**config.mk**
```make
export PLATFORM = sky130hd
export DESIGN_NAME = fb_write_arbiter
export DESIGN_NICKNAME = d
export VERILOG_FILES = /design/src/rtl/fb_write_arbiter.sv
export SDC_FILE = /design/constraint.sdc
export NUM_CORES = 1
export LEC_CHECK = 0
export BUFFER_PORTS_ARGS = -buffer_cell sky130_fd_sc_hd__buf_2
export CAP_MARGIN = 0
export CORE_UTILIZATION = 45
export CTS_CLUSTER_DIAMETER = 50
export DETAILED_ROUTE_END_ITERATION = 8
export GPL_ROUTABILITY_DRIVEN = 0
export PLACE_DENSITY = 0.67
export SKIP_CTS_REPAIR_TIMING = 1
export SLEW_MARGIN = 20
export SYNTH_ARGS = -nofsm -noshare
export SYNTH_HDL_FRONTEND = slang
export SYNTH_SLANG_ARGS = --single-unit
export TNS_END_PERCENT = 20
```
**constraint.sdc**
```tcl
create_clock -name clk -period 2.6 [get_ports clk]
set_input_delay 0.78 -clock clk [delete_from_list [all_inputs] [get_ports clk]]
set_output_delay 0.78 -clock clk [all_outputs]
set_load 0.02 [all_outputs]
```
**src/rtl/fb_write_arbiter.sv**
```systemverilog
// Framebuffer write-port arbiter: CPU stores (via in-order FIFO) vs host stream, CPU priority with bounded burst.
// Optional FB_ARB_PERF_EN adds 32-bit grant/stall performance counters.
module fb_write_arbiter #(
  parameter int ADDR_W         = 17,
  parameter int DATA_W         = 16,
  parameter int CPU_FIFO_DEPTH = 4,
  parameter int MAX_CPU_BURST  = 8
) (
  input  logic              clk,
  input  logic              reset,
  input  logic              cpu_fb_write,
  input  logic [ADDR_W-1:0] cpu_addr,
  input  logic [DATA_W-1:0] cpu_data,
  output logic              cpu_stall,
  input  logic              host_valid,
  input  logic [ADDR_W-1:0] host_addr,
  input  logic [DATA_W-1:0] host_data,
  output logic              host_ready,
  output logic              fb_we,
  output logic [ADDR_W-1:0] fb_addr,
  output logic [DATA_W-1:0] fb_wdata,
`ifdef FB_ARB_PERF_EN
  output logic [31:0]       perf_cpu_writes,
  output logic [31:0]       perf_host_writes,
  output logic [31:0]       perf_stall_cycles,
`endif
  output logic              idle
);

  localparam int PTR_W   = $clog2(CPU_FIFO_DEPTH);
  localparam int CNT_W   = PTR_W + 1;
  localparam int BURST_W = $clog2(MAX_CPU_BURST + 1);

  logic [ADDR_W-1:0]  addr_mem_q [CPU_FIFO_DEPTH];
  logic [DATA_W-1:0]  data_mem_q [CPU_FIFO_DEPTH];
  logic [PTR_W-1:0]   wr_ptr_q, wr_ptr_d;
  logic [PTR_W-1:0]   rd_ptr_q, rd_ptr_d;
  logic [CNT_W-1:0]   count_q, count_d;
  logic [BURST_W-1:0] burst_q, burst_d;
  logic               fb_we_q, fb_we_d;
  logic [ADDR_W-1:0]  fb_addr_q, fb_addr_d;
  logic [DATA_W-1:0]  fb_wdata_q, fb_wdata_d;

  logic enq, deq, cpu_req, burst_at_max;
  logic grant_cpu, grant_host;

  assign cpu_stall    = (count_q == CNT_W'(CPU_FIFO_DEPTH));
  assign enq          = cpu_fb_write && !cpu_stall;
  assign cpu_req      = (count_q != '0);
  assign burst_at_max = (burst_q == BURST_W'(MAX_CPU_BURST));
  assign deq          = grant_cpu;

  // Reset gates the grants so host_ready never pulses while state is being cleared.
  always_comb begin
    grant_cpu  = 1'b0;
    grant_host = 1'b0;
    if (!reset) begin
      if (cpu_req && host_valid) begin
        grant_host = burst_at_max;
        grant_cpu  = !burst_at_max;
      end else begin
        grant_cpu  = cpu_req;
        grant_host = host_valid;
      end
    end
  end

  assign host_ready = grant_host;

  always_comb begin
    wr_ptr_d = enq ? wr_ptr_q + PTR_W'(1) : wr_ptr_q;
    rd_ptr_d = deq ? rd_ptr_q + PTR_W'(1) : rd_ptr_q;
    count_d  = count_q;
    if (enq && !deq) begin
      count_d = count_q + CNT_W'(1);
    end else if (!enq && deq) begin
      count_d = count_q - CNT_W'(1);
    end
  end

  always_comb begin
    burst_d = burst_q;
    if (!host_valid || grant_host) begin
      burst_d = '0;
    end else if (grant_cpu && !burst_at_max) begin
      burst_d = burst_q + BURST_W'(1);
    end
  end

  always_comb begin
    fb_we_d    = grant_cpu | grant_host;
    fb_addr_d  = fb_addr_q;
    fb_wdata_d = fb_wdata_q;
    if (grant_host) begin
      fb_addr_d  = host_addr;
      fb_wdata_d = host_data;
    end else if (grant_cpu) begin
      fb_addr_d  = addr_mem_q[rd_ptr_q];
      fb_wdata_d = data_mem_q[rd_ptr_q];
    end
  end

  always_ff @(posedge clk) begin
    if (reset) begin
      wr_ptr_q   <= '0;
      rd_ptr_q   <= '0;
      count_q    <= '0;
      burst_q    <= '0;
      fb_we_q    <= 1'b0;
      fb_addr_q  <= '0;
      fb_wdata_q <= '0;
    end else begin
      wr_ptr_q   <= wr_ptr_d;
      rd_ptr_q   <= rd_ptr_d;
      count_q    <= count_d;
      burst_q    <= burst_d;
      fb_we_q    <= fb_we_d;
      fb_addr_q  <= fb_addr_d;
      fb_wdata_q <= fb_wdata_d;
    end
  end

  // Storage is not reset; occupancy is tracked solely by count_q and the pointers.
  always_ff @(posedge clk) begin
    if (enq && !reset) begin
      addr_mem_q[wr_ptr_q] <= cpu_addr;
      data_mem_q[wr_ptr_q] <= cpu_data;
    end
  end

  assign fb_we    = fb_we_q;
  assign fb_addr  = fb_addr_q;
  assign fb_wdata = fb_wdata_q;
  assign idle     = !cpu_req && !fb_we_q && !host_valid;

`ifdef FB_ARB_PERF_EN
  logic [31:0] perf_cpu_q, perf_host_q, perf_stall_q;

  always_ff @(posedge clk) begin
    if (reset) begin
      perf_cpu_q   <= '0;
      perf_host_q  <= '0;
      perf_stall_q <= '0;
    end else begin
      if (grant_cpu)                  perf_cpu_q   <= perf_cpu_q + 32'd1;
      if (grant_host)                 perf_host_q  <= perf_host_q + 32'd1;
      if (cpu_fb_write && cpu_stall)  perf_stall_q <= perf_stall_q + 32'd1;
    end
  end

  assign perf_cpu_writes   = perf_cpu_q;
  assign perf_host_writes  = perf_host_q;
  assign perf_stall_cycles = perf_stall_q;
`endif

endmodule

```
* Yosys cells after proc, flatten, opt, wreduce, memory -nomap -nowiden
Memories as Yosys holds them, arrays and structs flattened. A register that Yosys moved wholly into a read port is not among the register bits. Index checks and enable logic that the tools add are counted.
Word-level totals: memory bits (writable) 132, bits in latches 0, bits in read-only memories 0, flip-flop bits (word level) 45, output and inout bits 37, memories 2, bits of input ports 70
Operators by class: $lt $le $gt $ge 0, shift-type cells 0, add/sub/neg operators 5, divide/modulo/power cells 0, equal/unequal tests 2, reductions and logical operators 21, bitwise operators 1, $mul 0, multiplexer cells 16
Memories:
- addr_mem_q | depth 4, width 17, read ports 1, clocked after memory_dff 1, write ports 1, RTL line 34 | logic [ADDR_W-1:0] addr_mem_q [CPU_FIFO_DEPTH];
- data_mem_q | depth 4, width 16, read ports 1, clocked after memory_dff 1, write ports 1, RTL line 35 | logic [DATA_W-1:0] data_mem_q [CPU_FIFO_DEPTH];
Operator list (number):
- 2-to-1 mux 17 bit | 2
- 2-to-1 mux 16 bit | 2
- logical AND 1 bit | 8
- zero test 1 bit | 8
- 2-to-1 mux 2 bit | 4
- 2-to-1 mux 1 bit | 6
- 2-to-1 mux 3 bit | 2
- adder 2 x 1 -> 2 bit, second input constant | 2
- adder 4 x 1 -> 4 bit, second input constant | 1
- equality test 4 bit, second input constant | 1
- nonzero test 2 bit | 2
- adder 3 x 1 -> 3 bit, second input constant | 1
- equality test 3 bit, second input constant | 1
- nonzero test 3 bit | 1
- subtractor 3 x 1 -> 3 bit, second input constant | 1
- OR reduction 2 bit | 1
- logical OR 1 bit | 1
- OR 1 bit | 1

* Logic depth before layout (Yosys ltp)
depth after elaboration 7, mapped depth 11, depth with buffers taken out 11

* Worst setup path before layout
No wires, ideal clock.
kind input -> register, from input host_valid, to register count_q[2], required time 2529 ps, path slack 215 ps, stages 9, arrival 2314 ps, path through inv_1 o21ai_0 or2_2 ha_1 inv_1 fa_1 xor2_1 or3_1 a21oi_1
On the way: word-level cells in the longest chain between the ends 6, elaborated cells on any way between the ends 8, classes of those cells 3 x mux; 5 x reduce/logical
RTL lines:
- from (decl) | RTL line 15 | input logic host_valid,
- logical AND 1 bit (*) | RTL line 58 | if (cpu_req && host_valid) begin
- 2-to-1 mux 1 bit (*) | RTL line 58
- 2-to-1 mux 1 bit (*) | RTL line 57 | if (!reset) begin
- zero test 1 bit | RTL line 74 | if (enq && !deq) begin
- logical AND 1 bit | RTL line 74
- 2-to-1 mux 3 bit / nonzero test 2 bit (equally long branches)
- to (signal assigned) | RTL line 115 | count_q <= count_d;
- to (decl) | RTL line 38 | logic [CNT_W-1:0] count_q, count_d;
Mark *: on every way between the ends. The rest lies on a longest branch, timed or not. A chain may end at the register's enable or synchronous reset.

* Worst setup path after layout
from register count_q[2], to output idle
On the way: word-level cells in the longest chain between the ends 4
RTL lines:
- nonzero test 3 bit | RTL line 49 | assign cpu_req = (count_q != '0);
- zero test 1 bit | RTL line 134 | assign idle = !cpu_req && !fb_we_q && !host_valid;
- logical AND 1 bit (2 in a row) | RTL line 134
- to (decl) | RTL line 27 | output logic idle
No other way between the ends.

==> qor.yml <==
chipWidth_um: 127
h-tree-depth: 4
num-nets-final: 627
synth_enable_flop_cells: 132
criticalPathCategory: "flip-flop to output port"
power_density_nw_per_um2: 1010
yosysSeqAreaShare: 0.700
hold_depth: 2
drt-total-wl_um: 13600
hold_viol: 0
hpwl_um: 8630
die-area_um2: 16100
synthArstFlopShare: 0
via_per_inst: 5.27
period_share: 0.963
cts_tree: "yes"
multi_input_area_um2: 1930
synth.distinct_cells: 30
end_kind: "output port"
syn_area_um2: 7010
synth_top_cell_by_area: "edfxtp_1"
highest_layer: "met4"
grt_first_pass_wirelength_um: 21500
synth_area_leaders: "edfxtp_1 (57%), dfxtp_1 (13%), mux4_2 (11%)"
power_frac_comb: 0.287
start_kind: "flip-flop"
internal_power_uw: 5770
rsz0062_at_grt: "no"
clkPwrFrac: 0.268
min-delay-start: "fb_addr[0]"
outcome: "completed"
clockRootBuffer: "clkbuf_16"
clock_path_buffers: 2
syn2layout_area_growth_pct: 19.8
synth_nets: 510
numClockSinks: 179
worstHoldPathType: "flip-flop to flip-flop"
hold-path-endpoint: "fb_addr[0]"
cpPeakStageDelay_ps: 390
ir_worst_vdd_mv: 0.541
synth_commonest_cells: "edfxtp_1 (132), dfxtp_1 (47), nor2_1 (43), a21oi_1 (34), nand2_1 (34)"
drv_slew: 0
drcViolationCount: 0
grt_max_degree: 34
ff2ff_path_depth: 11
p_leak_uw: 0.00310
path_delay_family: "simple AND/OR/NAND/NOR gates"
slew_headroom: 0.540
tightest_slew_ps: 690
setup-tns-final_ps: 0
r2r_start: "burst_q[0]"
cts.clk_slew.worst_paths_ps: 60
ios: 107
worst-path-max-fanout: 5
numPortBuffers: 106
yosysMostFrequentCell: "edfxtp_1"
hold_slack_ps: 484
routedWlPerCell_um: 18.1
r2r_setup_slack_ps: 230
clkLatencyLatePin_ps: 420
regArea_um2: 4910
initial_core_util: 0.461
wl_met2_um: 7070
drive_gt1_frac: 0.406
wl_met3_um: 514
numCtsBuffers: 17
synth_top_area_frac: 0.566
grt-ovfl-total: 0
drt_iter0_drc: 283
setup_viol: 0
netlist_instances: 432
maxCapViolations: 0
cp-startpoint: "count_q[2]"
ys.flop_type: "edfxtp_1"
core_um2: 15200
cp_num_buf_inv: 2
ant_nets: 0
fmax_mhz: 400
track_usage: 0.183
fp.dieH_um: 127
crit_slowest_cell: "or3_1"
switching_power_uw: 2670
path_common_cell: "buf_4"
r2r_end: "count_q[2]"
drtPass1Iterations: 4
syn_area_per_cell_um2: 16.2
p_seq_frac: 0.445
synth-seq-cells: 179
required_ps: 1820
place_area_um2: 7870
design_area_um2: 8400
skew_ps: 7.90
cp.arrival_ps: 1720
rows: 45
swShare: 0.317
met1_length_um: 5870
antenna_found_initial: 1
layout_min_cycle_time_ps: 2500
yosys_warnings: 0
n_fill_cell: 1231
crit_chain: "or3_1 -> buf_4 -> nand2b_2 -> nor2_1 -> buf_4"
vias: 3960
grt_pass1_vias: 4049
tightest hold or removal path, cell delays in order (launching register included):
cell and delay (ps):
dfxtp_1 300, nor2_1 90, a211oi_1 40
registers in the layout, indices dropped and copies added (netlist names), named ones only:
signal and cells:
count_q 3, fb_wdata 16, burst_q 4, wr_ptr_q 2, data_mem_q 64, fb_we 1, rd_ptr_q 2, fb_addr 17
addr_mem_q 68
worst max-delay path by stage:
stage                 end  slack (ps)  cells past startpoint
2_1_floorplan  count_q[2]         210                      9
3_3_place_gp   count_q[2]         120                     10
3_5_place_dp   count_q[2]          50                     10
4_1_cts              idle          30                      5
5_1_grt              idle         0.8                      5
6_report             idle         100                      5
cells in the final DEF, fill, tap and decap left out, types with 2 or more instances in the layout:
master	instances
dfxtp_1	43
nand2b_1	2
nor3_1	4
mux2i_1	2
mux4_2	33
diode_2	2
xor2_1	5
edfxtp_1	132
clkinvlp_4	2
dfxtp_2	4
buf_12	6
xnor2_1	2
o21ai_0	2
and2_2	4
a21oi_1	34
buf_2	105
nor2_1	43
or3_1	2
clkinv_4	3
ha_1	7
inv_1	8
nand2_1	34
clkinv_2	5
buf_4	15
a211oi_2	29
clkbuf_16	17
a211oi_1	4
clkinv_1	4
kinds of logic (layout without fill, tap and decap cells):
kind of cell	after synthesis	after routing	synth area share
flip-flops	179	179	0.700
AND/OR/NAND/NOR	95	95	0.0568
AO/OA/AOI/OAI	71	71	0.0839
buffers and inverters	37	167	0.0264
multiplexers	35	35	0.109
adder cells (fa/ha/maj)	8	8	0.0154
XOR/XNOR	7	7	0.00875
other	0	2	0
power by group through the flow:
stage / Sequential [uW] / Combinational, uW / Clock, uW
6_report: 3760 / 2420 / 2260
3_5_place_dp: 3820 / 2450 / 0
3_3_place_gp: 3800 / 2420 / 0
5_1_grt: 3820 / 2650 / 2410
4_1_cts: 3770 / 2470 / 2300
2_1_floorplan: 3980 / 1540 / 0
through the flow:
stage          total power [uW]  cells  utilization  setup slack (ps)
6_report                   8440    752        0.552              97.1
3_3_place_gp               6220    718        0.518               117
3_5_place_dp               6280    718        0.518              47.9
2_1_floorplan              5520    432            -               215
5_1_grt                    8880    750        0.552             0.757
4_1_cts                    8540    750        0.552              34.8
final cells by class:
cell class | instances | share of cell area
clock inverters | 15 | 0.0110
repair buffers | 126 | 0.0903
inverters | 9 | 0.00462
multi-input cells | 216 | 0.230
clock buffers | 17 | 0.0507
flip-flops and latches | 179 | 0.585
diodes | 2 | 0.000596
well taps | 188 | 0.0280
layer usage:
layer,vias to the layer above,global-route usage
met2,83,0.304
li1,1879,-
met5,-,0
met3,11,0.0472
met1,1987,0.231
met4,0,0.0714
No activity file was read; power rests on OpenSTA's default activity.
